--- config.mk ---
export PLATFORM = sky130hd
export DESIGN_NAME = nubus_timeout_flat
export DESIGN_NICKNAME = d
export VERILOG_FILES = /design/src/rtl/nubus_timeout_if.sv /design/src/rtl/nubus_timeout.sv /design/src/flat_wrapper.sv
export SDC_FILE = /design/constraint.sdc
export NUM_CORES = 1
export LEC_CHECK = 0
export CORE_MARGIN = 2
export CORE_UTILIZATION = 47
export CTS_CLUSTER_DIAMETER = 30
export DETAILED_ROUTE_END_ITERATION = 7
export PLACE_DENSITY = 0.76
export SLEW_MARGIN = 15
export SYNTH_ARGS = -nofsm -noshare
export SYNTH_HDL_FRONTEND = slang
export SYNTH_SLANG_ARGS = --single-unit
--- constraint.sdc ---
create_clock -name nub_clkn -period 5.3 [get_ports nub_clkn]
set_clock_uncertainty 0.05 [all_clocks]
set_input_delay 1.59 -clock nub_clkn [delete_from_list [all_inputs] [get_ports nub_clkn]]
set_output_delay 1.59 -clock nub_clkn [all_outputs]
set_load 0.05 [all_outputs]
--- src/rtl/nubus_timeout_if.sv ---
// NuBus signal bundle for the bus timeout monitor: sampled bus inputs
// plus the registered /ACK and /TM drive values and their output enables.
interface nubus_timeout_if;
  logic        nub_startn;
  logic        nub_ackn;
  logic [31:0] nub_adn;
  logic        nub_tm1n;
  logic        nub_tm0n;
  logic        nub_ackn_o;
  logic        nub_ackoe;
  logic        nub_tm1n_o;
  logic        nub_tm0n_o;
  logic        nub_tmoe;

  // Monitor side: samples the bus and drives the timeout response.
  modport slave (
    input  nub_startn, nub_ackn, nub_adn, nub_tm1n, nub_tm0n,
    output nub_ackn_o, nub_ackoe, nub_tm1n_o, nub_tm0n_o, nub_tmoe
  );

  // Bus side: owns /START, /ACK, /AD, /TM and observes the response.
  modport master (
    output nub_startn, nub_ackn, nub_adn, nub_tm1n, nub_tm0n,
    input  nub_ackn_o, nub_ackoe, nub_tm1n_o, nub_tm0n_o, nub_tmoe
  );
endinterface

--- src/rtl/nubus_timeout.sv ---
// NuBus bus timeout monitor. Watches for address cycles that no slave
// acknowledges within TIMEOUT clocks, then terminates the transaction with a
// one-clock /ACK carrying bus-timeout status, and records the offending
// address, direction and a saturating timeout count for software.
module nubus_timeout #(
  parameter int TIMEOUT = 255
) (
  input  logic            nub_clkn,
  input  logic            nub_resetn,
  nubus_timeout_if.slave  bus,
  input  logic            enable,
  input  logic            irq_clr,
  output logic            to_irq,
  output logic [31:0]     to_addr,
  output logic            to_write,
  output logic [7:0]      to_count
);

  localparam logic [1:0] ST_IDLE = 2'd0;
  localparam logic [1:0] ST_WAIT = 2'd1;
  localparam logic [1:0] ST_ACK  = 2'd2;

  // Counter value seen at the edge where the timeout fires (start edge is E0).
  localparam logic [7:0] LP_LAST = 8'(TIMEOUT - 1);

  logic [1:0]  r_state;
  logic [1:0]  w_next;
  logic [7:0]  r_cnt;
  logic [31:0] r_shadow_addr;
  logic        r_shadow_write;
  logic        r_drive;
  logic        r_to_irq;
  logic [31:0] r_to_addr;
  logic        r_to_write;
  logic [7:0]  r_to_count;

  logic w_addr_cycle;
  logic w_slave_ack;
  logic w_expire;
  logic w_latch;
  logic w_fire;

  // Attention cycles (/START and /ACK both low) are deliberately not address cycles.
  assign w_addr_cycle = ~bus.nub_startn & bus.nub_ackn;
  assign w_slave_ack  = ~bus.nub_ackn;
  assign w_expire     = (r_cnt == LP_LAST);

  // Next-state logic; abort beats slave ack beats a restart beats expiry.
  always_comb begin
    w_next  = r_state;
    w_latch = 1'b0;
    w_fire  = 1'b0;
    case (r_state)
      ST_IDLE: begin
        if (enable && w_addr_cycle) begin
          w_next  = ST_WAIT;
          w_latch = 1'b1;
        end
      end
      ST_WAIT: begin
        if (!enable) begin
          w_next = ST_IDLE;
        end else if (w_slave_ack) begin
          w_next = ST_IDLE;
        end else if (w_addr_cycle) begin
          w_latch = 1'b1;
        end else if (w_expire) begin
          w_next = ST_ACK;
          w_fire = 1'b1;
        end
      end
      ST_ACK: begin
        w_next = ST_IDLE;
      end
      default: begin
        w_next = ST_IDLE;
      end
    endcase
  end

  // State register, wait counter and shadow copy of the pending start.
  always_ff @(posedge nub_clkn or negedge nub_resetn) begin
    if (!nub_resetn) begin
      r_state        <= ST_IDLE;
      r_cnt          <= 8'd0;
      r_shadow_addr  <= 32'd0;
      r_shadow_write <= 1'b0;
    end else begin
      r_state <= w_next;
      if (w_latch) begin
        r_cnt          <= 8'd0;
        r_shadow_addr  <= ~bus.nub_adn;
        r_shadow_write <= ~bus.nub_tm1n;
      end else if (r_state == ST_WAIT) begin
        r_cnt <= r_cnt + 8'd1;
      end
    end
  end

  // Bus drive flop: high only during the single ACK clock, cleared async by reset.
  always_ff @(posedge nub_clkn or negedge nub_resetn) begin
    if (!nub_resetn) begin
      r_drive <= 1'b0;
    end else begin
      r_drive <= w_fire;
    end
  end

  // Timeout status capture; a timeout setting the irq wins over irq_clr.
  always_ff @(posedge nub_clkn or negedge nub_resetn) begin
    if (!nub_resetn) begin
      r_to_irq   <= 1'b0;
      r_to_addr  <= 32'd0;
      r_to_write <= 1'b0;
      r_to_count <= 8'd0;
    end else begin
      if (w_fire) begin
        r_to_irq   <= 1'b1;
        r_to_addr  <= r_shadow_addr;
        r_to_write <= r_shadow_write;
        if (r_to_count != 8'hFF) begin
          r_to_count <= r_to_count + 8'd1;
        end
      end else if (irq_clr) begin
        r_to_irq <= 1'b0;
      end
    end
  end

  assign bus.nub_ackoe  = r_drive;
  assign bus.nub_tmoe   = r_drive;
  assign bus.nub_ackn_o = ~r_drive;
  assign bus.nub_tm1n_o = ~r_drive;
  assign bus.nub_tm0n_o = 1'b1;

  assign to_irq   = r_to_irq;
  assign to_addr  = r_to_addr;
  assign to_write = r_to_write;
  assign to_count = r_to_count;

endmodule
--- src/flat_wrapper.sv ---
// flat-port wrapper written by rule: the top's interface ports become plain ports
module nubus_timeout_flat 
#(
  parameter int TIMEOUT = 255
)
  (nub_clkn, nub_resetn, enable, irq_clr, to_irq, to_addr, to_write, to_count, bus_nub_startn, bus_nub_ackn, bus_nub_adn, bus_nub_tm1n, bus_nub_tm0n, bus_nub_ackn_o, bus_nub_ackoe, bus_nub_tm1n_o, bus_nub_tm0n_o, bus_nub_tmoe);
  nubus_timeout_if bus_i ();
  input  logic nub_clkn;
  input  logic nub_resetn;
  input  logic enable;
  input  logic irq_clr;
  output logic to_irq;
  output logic [31:0] to_addr;
  output logic to_write;
  output logic [7:0] to_count;
  input wire logic [$bits(bus_i.nub_startn)-1:0] bus_nub_startn;
  input wire logic [$bits(bus_i.nub_ackn)-1:0] bus_nub_ackn;
  input wire logic [$bits(bus_i.nub_adn)-1:0] bus_nub_adn;
  input wire logic [$bits(bus_i.nub_tm1n)-1:0] bus_nub_tm1n;
  input wire logic [$bits(bus_i.nub_tm0n)-1:0] bus_nub_tm0n;
  output wire logic [$bits(bus_i.nub_ackn_o)-1:0] bus_nub_ackn_o;
  output wire logic [$bits(bus_i.nub_ackoe)-1:0] bus_nub_ackoe;
  output wire logic [$bits(bus_i.nub_tm1n_o)-1:0] bus_nub_tm1n_o;
  output wire logic [$bits(bus_i.nub_tm0n_o)-1:0] bus_nub_tm0n_o;
  output wire logic [$bits(bus_i.nub_tmoe)-1:0] bus_nub_tmoe;
  assign bus_i.nub_startn = bus_nub_startn;
  assign bus_i.nub_ackn = bus_nub_ackn;
  assign bus_i.nub_adn = bus_nub_adn;
  assign bus_i.nub_tm1n = bus_nub_tm1n;
  assign bus_i.nub_tm0n = bus_nub_tm0n;
  assign bus_nub_ackn_o = bus_i.nub_ackn_o;
  assign bus_nub_ackoe = bus_i.nub_ackoe;
  assign bus_nub_tm1n_o = bus_i.nub_tm1n_o;
  assign bus_nub_tm0n_o = bus_i.nub_tm0n_o;
  assign bus_nub_tmoe = bus_i.nub_tmoe;
  nubus_timeout #(.TIMEOUT(TIMEOUT)) u_core (.nub_clkn(nub_clkn), .nub_resetn(nub_resetn), .bus(bus_i), .enable(enable), .irq_clr(irq_clr), .to_irq(to_irq), .to_addr(to_addr), .to_write(to_write), .to_count(to_count));
endmodule
==> impl_results.md <==
* DRT Pass-1 Iters at 4
* Most frequent cell after synthesis: dfrtp_1
* Clock-pin slew on the worst setup and hold paths at 0.08 ns
* Antenna Nets Post-Route at 0
* NumNets Final at 393
* Max-cap violation count at 0
* Startpoint Class: input port
* # setup viols final at 0
* Port Buffers at 84
* Fin cells at 450
* Chip width at 88.88 um
* Die area at 7899 um2
* Power density over cell area at 273.5 nW/um2
* Postcts setup bufs at 0
* Dpl hpwl at 4.233 mm
* GRT Util Overall at 17.48%
* Final Hold Vio Count at 0
* Hold_buf cts at 0
* CP Max Fanout at 31
* EDFF count, synth at 0
* Initial Util at 49.29%
* Max_slew headroom at 32.84%
* DRC at 0
* RSZ-0062 raised after global routing: false
* Pwr Total at 1.214 mW
* Register area share after synthesis at 63.56%
* Worst Path Class, Setup: in -> reg
* Synth area leader: dfrtp_1
* Drt via density at 4.973
* CTS buffer count at 9
* Synth warnings at 0
* Largest cells by area after synthesis: dfrtp_1 64%, mux2_2 12%, o21ai_0 4.9%
* Placed cells at 434
* TritonCTS clock tree: yes
* Drt wl/cell at 13.83 um
* Leakage dissipation at 2.087 nW
* Syn nets at 312
* Vias in the first global route at 2172
* Antenna violations before repair at 0
* Ant diodes at 0
* First-pass GRT wire length at 10.46 mm
* Gr ovfl total at 0
* Post-synthesis cell type count at 33
* Synthesized flop and latch total at 86
* Vias post-DR at 2238
* Initial drt markers at 68
* Worst VDD drop at 0.1640 mV
* FILL cells at 546
* Top-area cell type share of the netlist area at 63.56%
* Clock insertion delay at the later pin of the skew report at 0.34 ns
* Largest net degree at the start of global routing at 87
* WP data required at 5.48 ns
* FF/Latch Area at 2152 um2
* Most common library cells after synthesis: 86 x dfrtp_1, 39 x nand2_1, 35 x mux2_2, 33 x o21ai_0, 9 x nor2_1
* Height of the die at 88.88 um
* # rows at 30
* Max H-tree Level at 3
* Setup TNS at 0 ns
* Fin crit period at 3.421 ns
* CP arrival at 3.60 ns
* Syn avg cell area at 12.59 um2
* CTS Buffer Depth at 2
* Main synth FF type: dfrtp_1
* Status: completed
* Final Cycle Share at 64.56%
* Mapped cell area at 3386 um2
* Routed wire length at 6.224 mm
* Core ar. at 6869 um2
* Hold WC Path Type: reg -> reg
* Root buffer cell: clkbuf_8
* Ys async rst share at 100.0%
* Sink Count at 86
* Gpl congestion at 0.7940
* Post-Syn Instances at 269
* Multi-input logic area at 1117 um2
* Area grow syn2layout at 31.12%
* I/O pin cnt at 87
* Crit. End Element: register
* Max Slew Vio Count at 0
* Post-CTS sizing at 0
* Worst-Margin Slew at 1.007 ns
* Fmax achieved at 292.3 MHz
* Share of cells above drive strength 1 at 15.54%
## final timing paths
kind	from	to	slack, ns	depth (start not counted)
setup / recovery	bus_nub_ackn	u_core.to_addr[0]$_DFFE_PN0P_	1.88	5
hold / removal	u_core.r_shadow_addr[4]$_DFFE_PN0P_	u_core.r_shadow_addr[4]$_DFFE_PN0P_	0.42	2
setup reg to reg	u_core.r_cnt[0]$_DFFE_PN0P_	u_core.to_addr[0]$_DFFE_PN0P_	3.04	6
hold reg to reg	u_core.r_shadow_addr[4]$_DFFE_PN0P_	u_core.r_shadow_addr[4]$_DFFE_PN0P_	0.42	2
max in group asynchronous	nub_resetn	u_core.r_cnt[3]$_DFFE_PN0P_	3.44	2
min in group asynchronous	nub_resetn	u_core.r_shadow_addr[16]$_DFFE_PN0P_	1.15	1
## metrics by stage
step           setup slack, ns  hold WS [ns]  area (um2)  utilization [%]
2_1_floorplan            2.392        0.3944        3386                -
4_1_cts                  1.849        0.4304        4412            64.23
3_3_place_gp             1.513        0.4049        4263            62.06
6_report                 1.879        0.4233        4439            64.63
3_5_place_dp             1.472        0.4145        4263            62.06
5_1_grt                  1.739        0.4600        4439            64.63
## worst max-delay path, cell delays in order
cell	delay, ns
clkdlybuf4s50_1	0.50
nand4b_2	0.17
nor3_4	0.69
buf_12	0.28
mux2_2	0.36
## flip-flops by register name, summed over array words and instances, names as in the netlist
signal,flops
u_core.r_shadow_addr,32
u_core.to_irq,1
u_core.bus.nub_ackoe,1
u_core.r_shadow_write,1
u_core.r_cnt,8
u_core.to_addr,32
u_core.to_write,1
u_core.to_count,8
u_core.r_state,2
## cell usage in the layout, fill, tap and decap left out, drive strengths merged, types with 4 or more instances in the layout
| cell type | count |
|---|---|
| xnor2 | 5 |
| nor2 | 9 |
| dfrtp | 86 |
| clkbuf | 13 |
| nand4 | 6 |
| mux2 | 35 |
| inv | 4 |
| and3 | 4 |
| o21ai | 33 |
| nand2 | 39 |
| clkdlybuf4s50 | 83 |
| xor2 | 6 |
## power breakdown
part	internal (mW)	total, mW	switching, mW	leakage, nW
logic	0.0529	0.105	0.0520	0.861
registers	0.706	0.737	0.0314	1.15
clock network	0.167	0.372	0.204	0.0773
total	0.926	1.21	0.288	2.09
## layer usage
| metal | wire length, um | up-vias | GRT usage, % |
|---|---|---|---|
| li1 | - | 1078 | - |
| met1 | 2682 | 1093 | 22.13 |
| met2 | 3142 | 58 | 28.90 |
| met3 | 289 | 9 | 3.451 |
| met4 | 110 | 0 | 8.264 |
| met5 | 0 | - | 0 |
## layout make-up
type | instances | area share, %
Sequential cell | 86 | 48.48
Clock inverter | 2 | 0.2255
Tap cell | 96 | 2.706
Clock buffer | 13 | 3.129
Multi-Input combinational cell | 163 | 25.17
Timing Repair Buffer | 86 | 19.95
Inverter | 4 | 0.3382
## cells by family (layout without fill, tap and decap cells)
logic type / Yosys count / count (layout) / synth area share, %
adder cells (fa/ha/maj): 3 / 3 / 1.109
other: 1 / 1 / 0.1108
flip-flops: 86 / 86 / 63.56
XOR/XNOR: 11 / 11 / 2.845
AO/OA/AOI/OAI: 42 / 42 / 6.911
buffers and inverters: 20 / 105 / 3.473
AND/OR/NAND/NOR: 71 / 71 / 10.35
multiplexers: 35 / 35 / 11.64
Note: power is estimated with default switching activity, not from simulation.
